**src/rtl/mpu_timer_pkg.sv**
```systemverilog
// -----------------------------------------------------------------------------
// mpu_timer_pkg
// Shared definitions for the MPU millisecond timer bank.
//   CNT_W_DEFAULT : default width of counters, compares and frequency input
//   MODE_ONESHOT / MODE_PERIODIC : channel mode encodings
//   ch_state_t    : per-channel state record. Counter fields are sized at
//                   CNT_W_DEFAULT; narrower instances zero-extend into them.
// -----------------------------------------------------------------------------
package mpu_timer_pkg;

  localparam int CNT_W_DEFAULT = 32;

  localparam logic MODE_ONESHOT  = 1'b0;
  localparam logic MODE_PERIODIC = 1'b1;

  typedef struct packed {
    logic [CNT_W_DEFAULT-1:0] remaining;
    logic [CNT_W_DEFAULT-1:0] compare;
    logic                     periodic;
    logic                     armed;
    logic                     pending;
  } ch_state_t;

endpackage

```
**src/rtl/mpu_timer_channel.sv**
```systemverilog
// -----------------------------------------------------------------------------
// mpu_timer_channel
// One countdown channel of the timer bank.
//   clk_sys, millisecond_counter_reset : clock, async active-high reset
//   tick      : shared millisecond tick (one cycle wide)
//   write     : load compare/mode for this channel
//   ack       : clear the sticky pending bit
//   compare   : deadline in ms (0 = disarm)
//   mode      : MODE_ONESHOT / MODE_PERIODIC
//   remaining : ms left until the next fire (0 when disarmed)
//   armed     : channel is counting
//   pending   : sticky interrupt
// -----------------------------------------------------------------------------
module mpu_timer_channel
  import mpu_timer_pkg::*;
#(
  parameter int CNT_W = CNT_W_DEFAULT
) (
  input  logic             clk_sys,
  input  logic             millisecond_counter_reset,
  input  logic             tick,
  input  logic             write,
  input  logic             ack,
  input  logic [CNT_W-1:0] compare,
  input  logic             mode,
  output logic [CNT_W-1:0] remaining,
  output logic             armed,
  output logic             pending
);

  localparam logic [CNT_W_DEFAULT-1:0] REM_ONE = {{(CNT_W_DEFAULT-1){1'b0}}, 1'b1};

  ch_state_t state_r;

  // Channel state: a write beats a tick, and a fire beats an ack.
  always_ff @(posedge clk_sys or posedge millisecond_counter_reset) begin
    if (millisecond_counter_reset) begin
      state_r <= '0;
    end else if (write) begin
      state_r.remaining <= CNT_W_DEFAULT'(compare);
      state_r.compare   <= CNT_W_DEFAULT'(compare);
      state_r.periodic  <= mode;
      state_r.armed     <= (compare != '0);
      state_r.pending   <= 1'b0;
    end else if (tick && state_r.armed) begin
      if (state_r.remaining == REM_ONE) begin
        state_r.pending <= 1'b1;
        if (state_r.periodic == MODE_PERIODIC) begin
          // Reload rather than wrap so a periodic channel never drifts.
          state_r.remaining <= state_r.compare;
        end else begin
          state_r.remaining <= '0;
          state_r.armed     <= 1'b0;
        end
      end else begin
        state_r.remaining <= state_r.remaining - REM_ONE;
        if (ack) begin
          state_r.pending <= 1'b0;
        end
      end
    end else if (ack) begin
      state_r.pending <= 1'b0;
    end
  end

  assign remaining = state_r.remaining[CNT_W-1:0];
  assign armed     = state_r.armed;
  assign pending   = state_r.pending;

endmodule

```
**src/rtl/mpu_timer_bank.sv**
```systemverilog
// -----------------------------------------------------------------------------
// mpu_timer_bank
// Shared millisecond prescaler, free-running ms/cycle counters and N_CH
// countdown channels with sticky, individually acknowledged interrupts.
//   clk_sys, millisecond_counter_reset : clock, async active-high reset
//   sysclk_frequency    : tick period minus 1, in clk_sys cycles
//   wr_en/wr_ch/wr_compare/wr_periodic : channel configuration write
//   irq_ack             : per-channel pending clear
//   millisecond_counter : ms ticks since reset (wraps)
//   cycle_counter       : clk_sys cycles since reset (wraps)
//   ms_strobe           : one-cycle pulse per ms tick
//   ch_remaining        : per-channel ms left, channel k at [k*CNT_W +: CNT_W]
//   ch_armed, irq_pending : per-channel status
//   irq_any             : registered OR of irq_pending
// -----------------------------------------------------------------------------
module mpu_timer_bank
  import mpu_timer_pkg::*;
#(
  parameter int N_CH  = 4,
  parameter int CNT_W = CNT_W_DEFAULT,
  parameter int CH_W  = (N_CH > 1) ? $clog2(N_CH) : 1
) (
  input  logic                    clk_sys,
  input  logic                    millisecond_counter_reset,
  input  logic [CNT_W-1:0]        sysclk_frequency,
  input  logic                    wr_en,
  input  logic [CH_W-1:0]         wr_ch,
  input  logic [CNT_W-1:0]        wr_compare,
  input  logic                    wr_periodic,
  input  logic [N_CH-1:0]         irq_ack,
  output logic [CNT_W-1:0]        millisecond_counter,
  output logic [CNT_W-1:0]        cycle_counter,
  output logic                    ms_strobe,
  output logic [N_CH*CNT_W-1:0]   ch_remaining,
  output logic [N_CH-1:0]         ch_armed,
  output logic [N_CH-1:0]         irq_pending,
  output logic                    irq_any
);

  localparam logic [CNT_W-1:0] CNT_ONE = {{(CNT_W-1){1'b0}}, 1'b1};

  logic [CNT_W-1:0] prescaler_r;
  logic [CNT_W-1:0] millisecond_counter_r;
  logic [CNT_W-1:0] cycle_counter_r;
  logic             ms_strobe_r;
  logic             irq_any_r;
  logic             tick_s;
  logic [N_CH-1:0]  wr_hit_s;
  logic [N_CH-1:0]  pending_s;

  // >= rather than == so lowering the period below the current count
  // produces a tick on the next cycle instead of a full wrap.
  assign tick_s = (prescaler_r >= sysclk_frequency);

  // Prescaler, ms counter and strobe move together on the tick edge.
  always_ff @(posedge clk_sys or posedge millisecond_counter_reset) begin
    if (millisecond_counter_reset) begin
      prescaler_r           <= '0;
      millisecond_counter_r <= '0;
      ms_strobe_r           <= 1'b0;
    end else if (tick_s) begin
      prescaler_r           <= '0;
      millisecond_counter_r <= millisecond_counter_r + CNT_ONE;
      ms_strobe_r           <= 1'b1;
    end else begin
      prescaler_r           <= prescaler_r + CNT_ONE;
      ms_strobe_r           <= 1'b0;
    end
  end

  // Free-running cycle counter and the registered interrupt summary.
  always_ff @(posedge clk_sys or posedge millisecond_counter_reset) begin
    if (millisecond_counter_reset) begin
      cycle_counter_r <= '0;
      irq_any_r       <= 1'b0;
    end else begin
      cycle_counter_r <= cycle_counter_r + CNT_ONE;
      irq_any_r       <= |pending_s;
    end
  end

  for (genvar k = 0; k < N_CH; k++) begin : g_ch
    // An out-of-range wr_ch matches no channel and is silently dropped.
    assign wr_hit_s[k] = wr_en && (wr_ch == CH_W'(k));

    mpu_timer_channel #(
      .CNT_W (CNT_W)
    ) u_ch (
      .clk_sys                   (clk_sys),
      .millisecond_counter_reset (millisecond_counter_reset),
      .tick                      (tick_s),
      .write                     (wr_hit_s[k]),
      .ack                       (irq_ack[k]),
      .compare                   (wr_compare),
      .mode                      (wr_periodic),
      .remaining                 (ch_remaining[k*CNT_W +: CNT_W]),
      .armed                     (ch_armed[k]),
      .pending                   (pending_s[k])
    );
  end

  assign millisecond_counter = millisecond_counter_r;
  assign cycle_counter       = cycle_counter_r;
  assign ms_strobe           = ms_strobe_r;
  assign irq_pending         = pending_s;
  assign irq_any             = irq_any_r;

endmodule

```
**config.mk**
```make
export PLATFORM = sky130hd
export DESIGN_NAME = mpu_timer_bank
export DESIGN_NICKNAME = d
export VERILOG_FILES = /design/src/rtl/mpu_timer_pkg.sv /design/src/rtl/mpu_timer_channel.sv /design/src/rtl/mpu_timer_bank.sv
export SDC_FILE = /design/constraint.sdc
export NUM_CORES = 1
export LEC_CHECK = 0
export BUFFER_PORTS_ARGS = -buffer_cell sky130_fd_sc_hd__buf_2
export CAP_MARGIN = 25
export CELL_PAD_IN_SITES_DETAIL_PLACEMENT = 1
export CELL_PAD_IN_SITES_GLOBAL_PLACEMENT = 1
export CORE_ASPECT_RATIO = 1.75
export CORE_MARGIN = 2
export CORE_UTILIZATION = 40
export DETAILED_ROUTE_END_ITERATION = 6
export GPL_ROUTABILITY_DRIVEN = 0
export HOLD_SLACK_MARGIN = 0.12
export PLACE_DENSITY = 0.83
export SLEW_MARGIN = 0
export SYNTH_ARGS = -nofsm -noshare
export SYNTH_HDL_FRONTEND = slang
export SYNTH_SLANG_ARGS = --single-unit
```
**constraint.sdc**
```tcl
create_clock -name clk_sys -period 9.38 [get_ports clk_sys]
set_input_delay 0 -clock clk_sys [delete_from_list [all_inputs] [get_ports clk_sys]]
set_output_delay 0 -clock clk_sys [all_outputs]
set_load 0.01 [all_outputs]
```
==> flow_summary.ini <==
[synth]
syn_area_mm2 = 0.0210
yosys.area.top_type_share_pct = 43.6
synth_top_cells_by_area = dfrtp_1, nand2_1, buf_4
synth_top_flop_cell = dfrtp_1
syn-num-nets = 2628
ys_seq_area_share_pct = 43.6
yosysWarnings = 0
synthCells = 2511
synth_most_common_cell = nand2_1
synthTopCellsByCount = nand2_1, dfrtp_1, nor2_1
yosysTopAreaCell = dfrtp_1
async_flop_share_pct = 100
avgSynthCellArea_um2 = 8.37
synth_seq_cells = 366
synth_edf_count = 0
ys_types = 67

[outcome]
status = finished, final reports clean

[drt]
drt-initial-drc-count = 1415
drc = 0
antenna_left = 0
vias = 19900
wl_mm = 78.0
drt-pass1-iter-count = 5
drt-vias-per-instance = 5.98
wl_per_cell_um = 23.4

[sta]
drv_slew = 0
finalHoldViolCount = 0
period_needed_ns = 4.02
tns_ns = 0
fin_crit_sh_pct = 42.9
slew_headroom_pct = 28.1
final-setup-viol-count = 0
fmaxAchievable_mhz = 249
hold_ws_ns = 0.185
rsz0062_at_grt = no
skew_ns = 0.0224
worstMarginPinSlew_ns = 1.07

[final_layout]
nets = 2736
areaGrowthSynthToFinish_pct = 13.3
fillCellCount = 6276
drive_gt1_share_pct = 15.5

[power_and_ir_drop]
ir_drop_uv = 124
p_leak_uw = 0.0110
total_power_uw = 5270
powerDensity_mw_per_mm2 = 221

[clock_tree]
numCtsBuffers = 38
clkTransAtPathRegs_ns = 0.06
root_buffer = clkbuf_16
clk_latency_ns = 0.56
cts.path.max_buffers = 3
cts-resized-gates = 0
htreeDepth = 2
clkSinkCount = 366
cts_tree = yes

[critical_path]
max_stage_delay_ns = 0.57
critPathTopFamily = simple AND/OR/NAND/NOR gates
worstPathMaxFanout = 51
crit_chain = ha_1, nand4_1, nor4_1, nand2_1, nand4_1, nor2_2, inv_2, buf_4, nand3_1, o221a_1
cpMostUsedCell = nand4_1
crit_buf_inv = 2
worst-r2r-cell-count = 10
cp.depth = 10
slowest_stage = buf_4
startpoint_type = flip-flop
path_class = reg -> reg
endpoint_kind = flip-flop
crit_arrival_ns = 4.45
crit_required_ns = 9.81

[global_routing]
grt_pass1_vias = 21200
antenna_found_initial = 5
grt_max_degree = 85
overflow = 0
grtUsageTotal_pct = 28.3
grt_pass1_wl_mm = 121

[floorplan]
rows = 111
start_util_pct = 40.3
die_x_um = 177
die_h_um = 307
die-area_mm2 = 0.0544
core_area_mm2 = 0.0521
ios = 276

[placed_design]
dpl.hpwl_mm = 54.5
io_buffer_count = 275

[worst_hold_path]
hold_class = in -> reg
whs_path_depth = 5

[flow_run]
maxCapViolCount = 0
==> worst register-to-register path, stage by stage, from the launching register on <==
cell	delay (ns)
dfrtp_1	0.45
ha_1	0.36
nand4_1	0.15
nor4_1	0.48
nand2_1	0.11
nand4_1	0.48
nor2_2	0.28
inv_2	0.35
buf_4	0.57
nand3_1	0.37
o221a_1	0.31
==> timing repair <==
item	CTS	global route
endpoints found under the hold margin	310	7
endpoints found under the setup margin	0	0
buffers inserted	0	0
hold buffers	38	1
==> layout make-up <==
class / count / area (µm²) / share of cell area, %
sequential: 366 / 9160 / 38.5
inverter: 52 / 199 / 0.836
antenna: 2 / 5.00 / 0.0210
timing repair buffer: 357 / 2180 / 9.16
clock buffer: 54 / 1130 / 4.77
clock inverter: 14 / 178 / 0.746
multi-input combinational: 1804 / 10100 / 42.4
tap: 678 / 848 / 3.56
==> path summary, 6_finish.rpt <==
check	startpoint	end	slack (ns)
setup / recovery	prescaler_r[27]$_DFF_PP0_	g_ch[1].u_ch.remaining[2]$_DFFE_PP0P_	5.36
hold / removal	wr_ch[1]	g_ch[0].u_ch.state_r[27]$_DFFE_PP0P_	0.18
setup reg to reg	prescaler_r[27]$_DFF_PP0_	g_ch[1].u_ch.remaining[2]$_DFFE_PP0P_	5.36
hold reg to reg	g_ch[1].u_ch.state_r[33]$_DFFE_PP0P_	g_ch[1].u_ch.state_r[33]$_DFFE_PP0P_	0.47
max in group asynchronous	millisecond_counter_reset	g_ch[3].u_ch.remaining[25]$_DFFE_PP0P_	6.78
min in group asynchronous	millisecond_counter_reset	millisecond_counter[20]$_DFFE_PP0N_	0.47
==> state kept, by name, summed over array words and instances, names as in the netlist <==
name                 count
g_ch.u_ch.state_r      132
ms_strobe                1
g_ch.u_ch.pending        4
millisecond_counter     32
g_ch.u_ch.remaining    128
g_ch.u_ch.armed          4
prescaler_r             32
cycle_counter           32
irq_any                  1
==> cells in the final DEF (no fill, tap or decap), types with 52 or more instances in the layout <==
master / n
nand4_1: 52
nand2_1: 493
buf_2: 276
nand3_1: 146
dfrtp_1: 366
xnor2_1: 71
nor2_1: 182
nor3_1: 85
o21ai_1: 74
a21oi_1: 139
xor2_1: 61
==> logic make-up after synthesis <==
kind of cell / Yosys count / synth area share (%)
XOR/XNOR: 132 / 5.50
AO/OA/AOI/OAI: 457 / 13.4
AND/OR/NAND/NOR: 1167 / 26.1
multiplexers: 5 / 0.238
flip-flops: 366 / 43.6
adder cells (fa/ha/maj): 43 / 2.56
buffers and inverters: 341 / 8.60
==> stage by stage <==
step | cells | util (%) | worst slack (ns) | cell area (µm²)
2_1_floorplan | 2511 | - | 4.47 | 21000
3_3_place_gp | 3210 | 42.1 | 5.01 | 21900
3_5_place_dp | 3211 | 42.2 | 4.77 | 22000
4_1_cts | 3317 | 45.4 | 4.76 | 23600
5_1_grt | 3327 | 45.7 | 5.20 | 23800
6_report | 3327 | 45.7 | 5.36 | 23800
==> power breakdown <==
part / internal, µW / switching [µW]
Combinational: 532 / 855
Clock: 955 / 678
Sequential: 1860 / 391
Total: 3350 / 1920
==> layer usage <==
layer	GRT usage, %	vias to the layer above	share of wire [%]
li1	-	8862	-
met1	32.1	10100	37
met2	49.7	675	51
met3	4.49	228	5.6
met5	0	-	0.045
met4	16.6	6	6.3
Power figures use the tool's default switching activity.
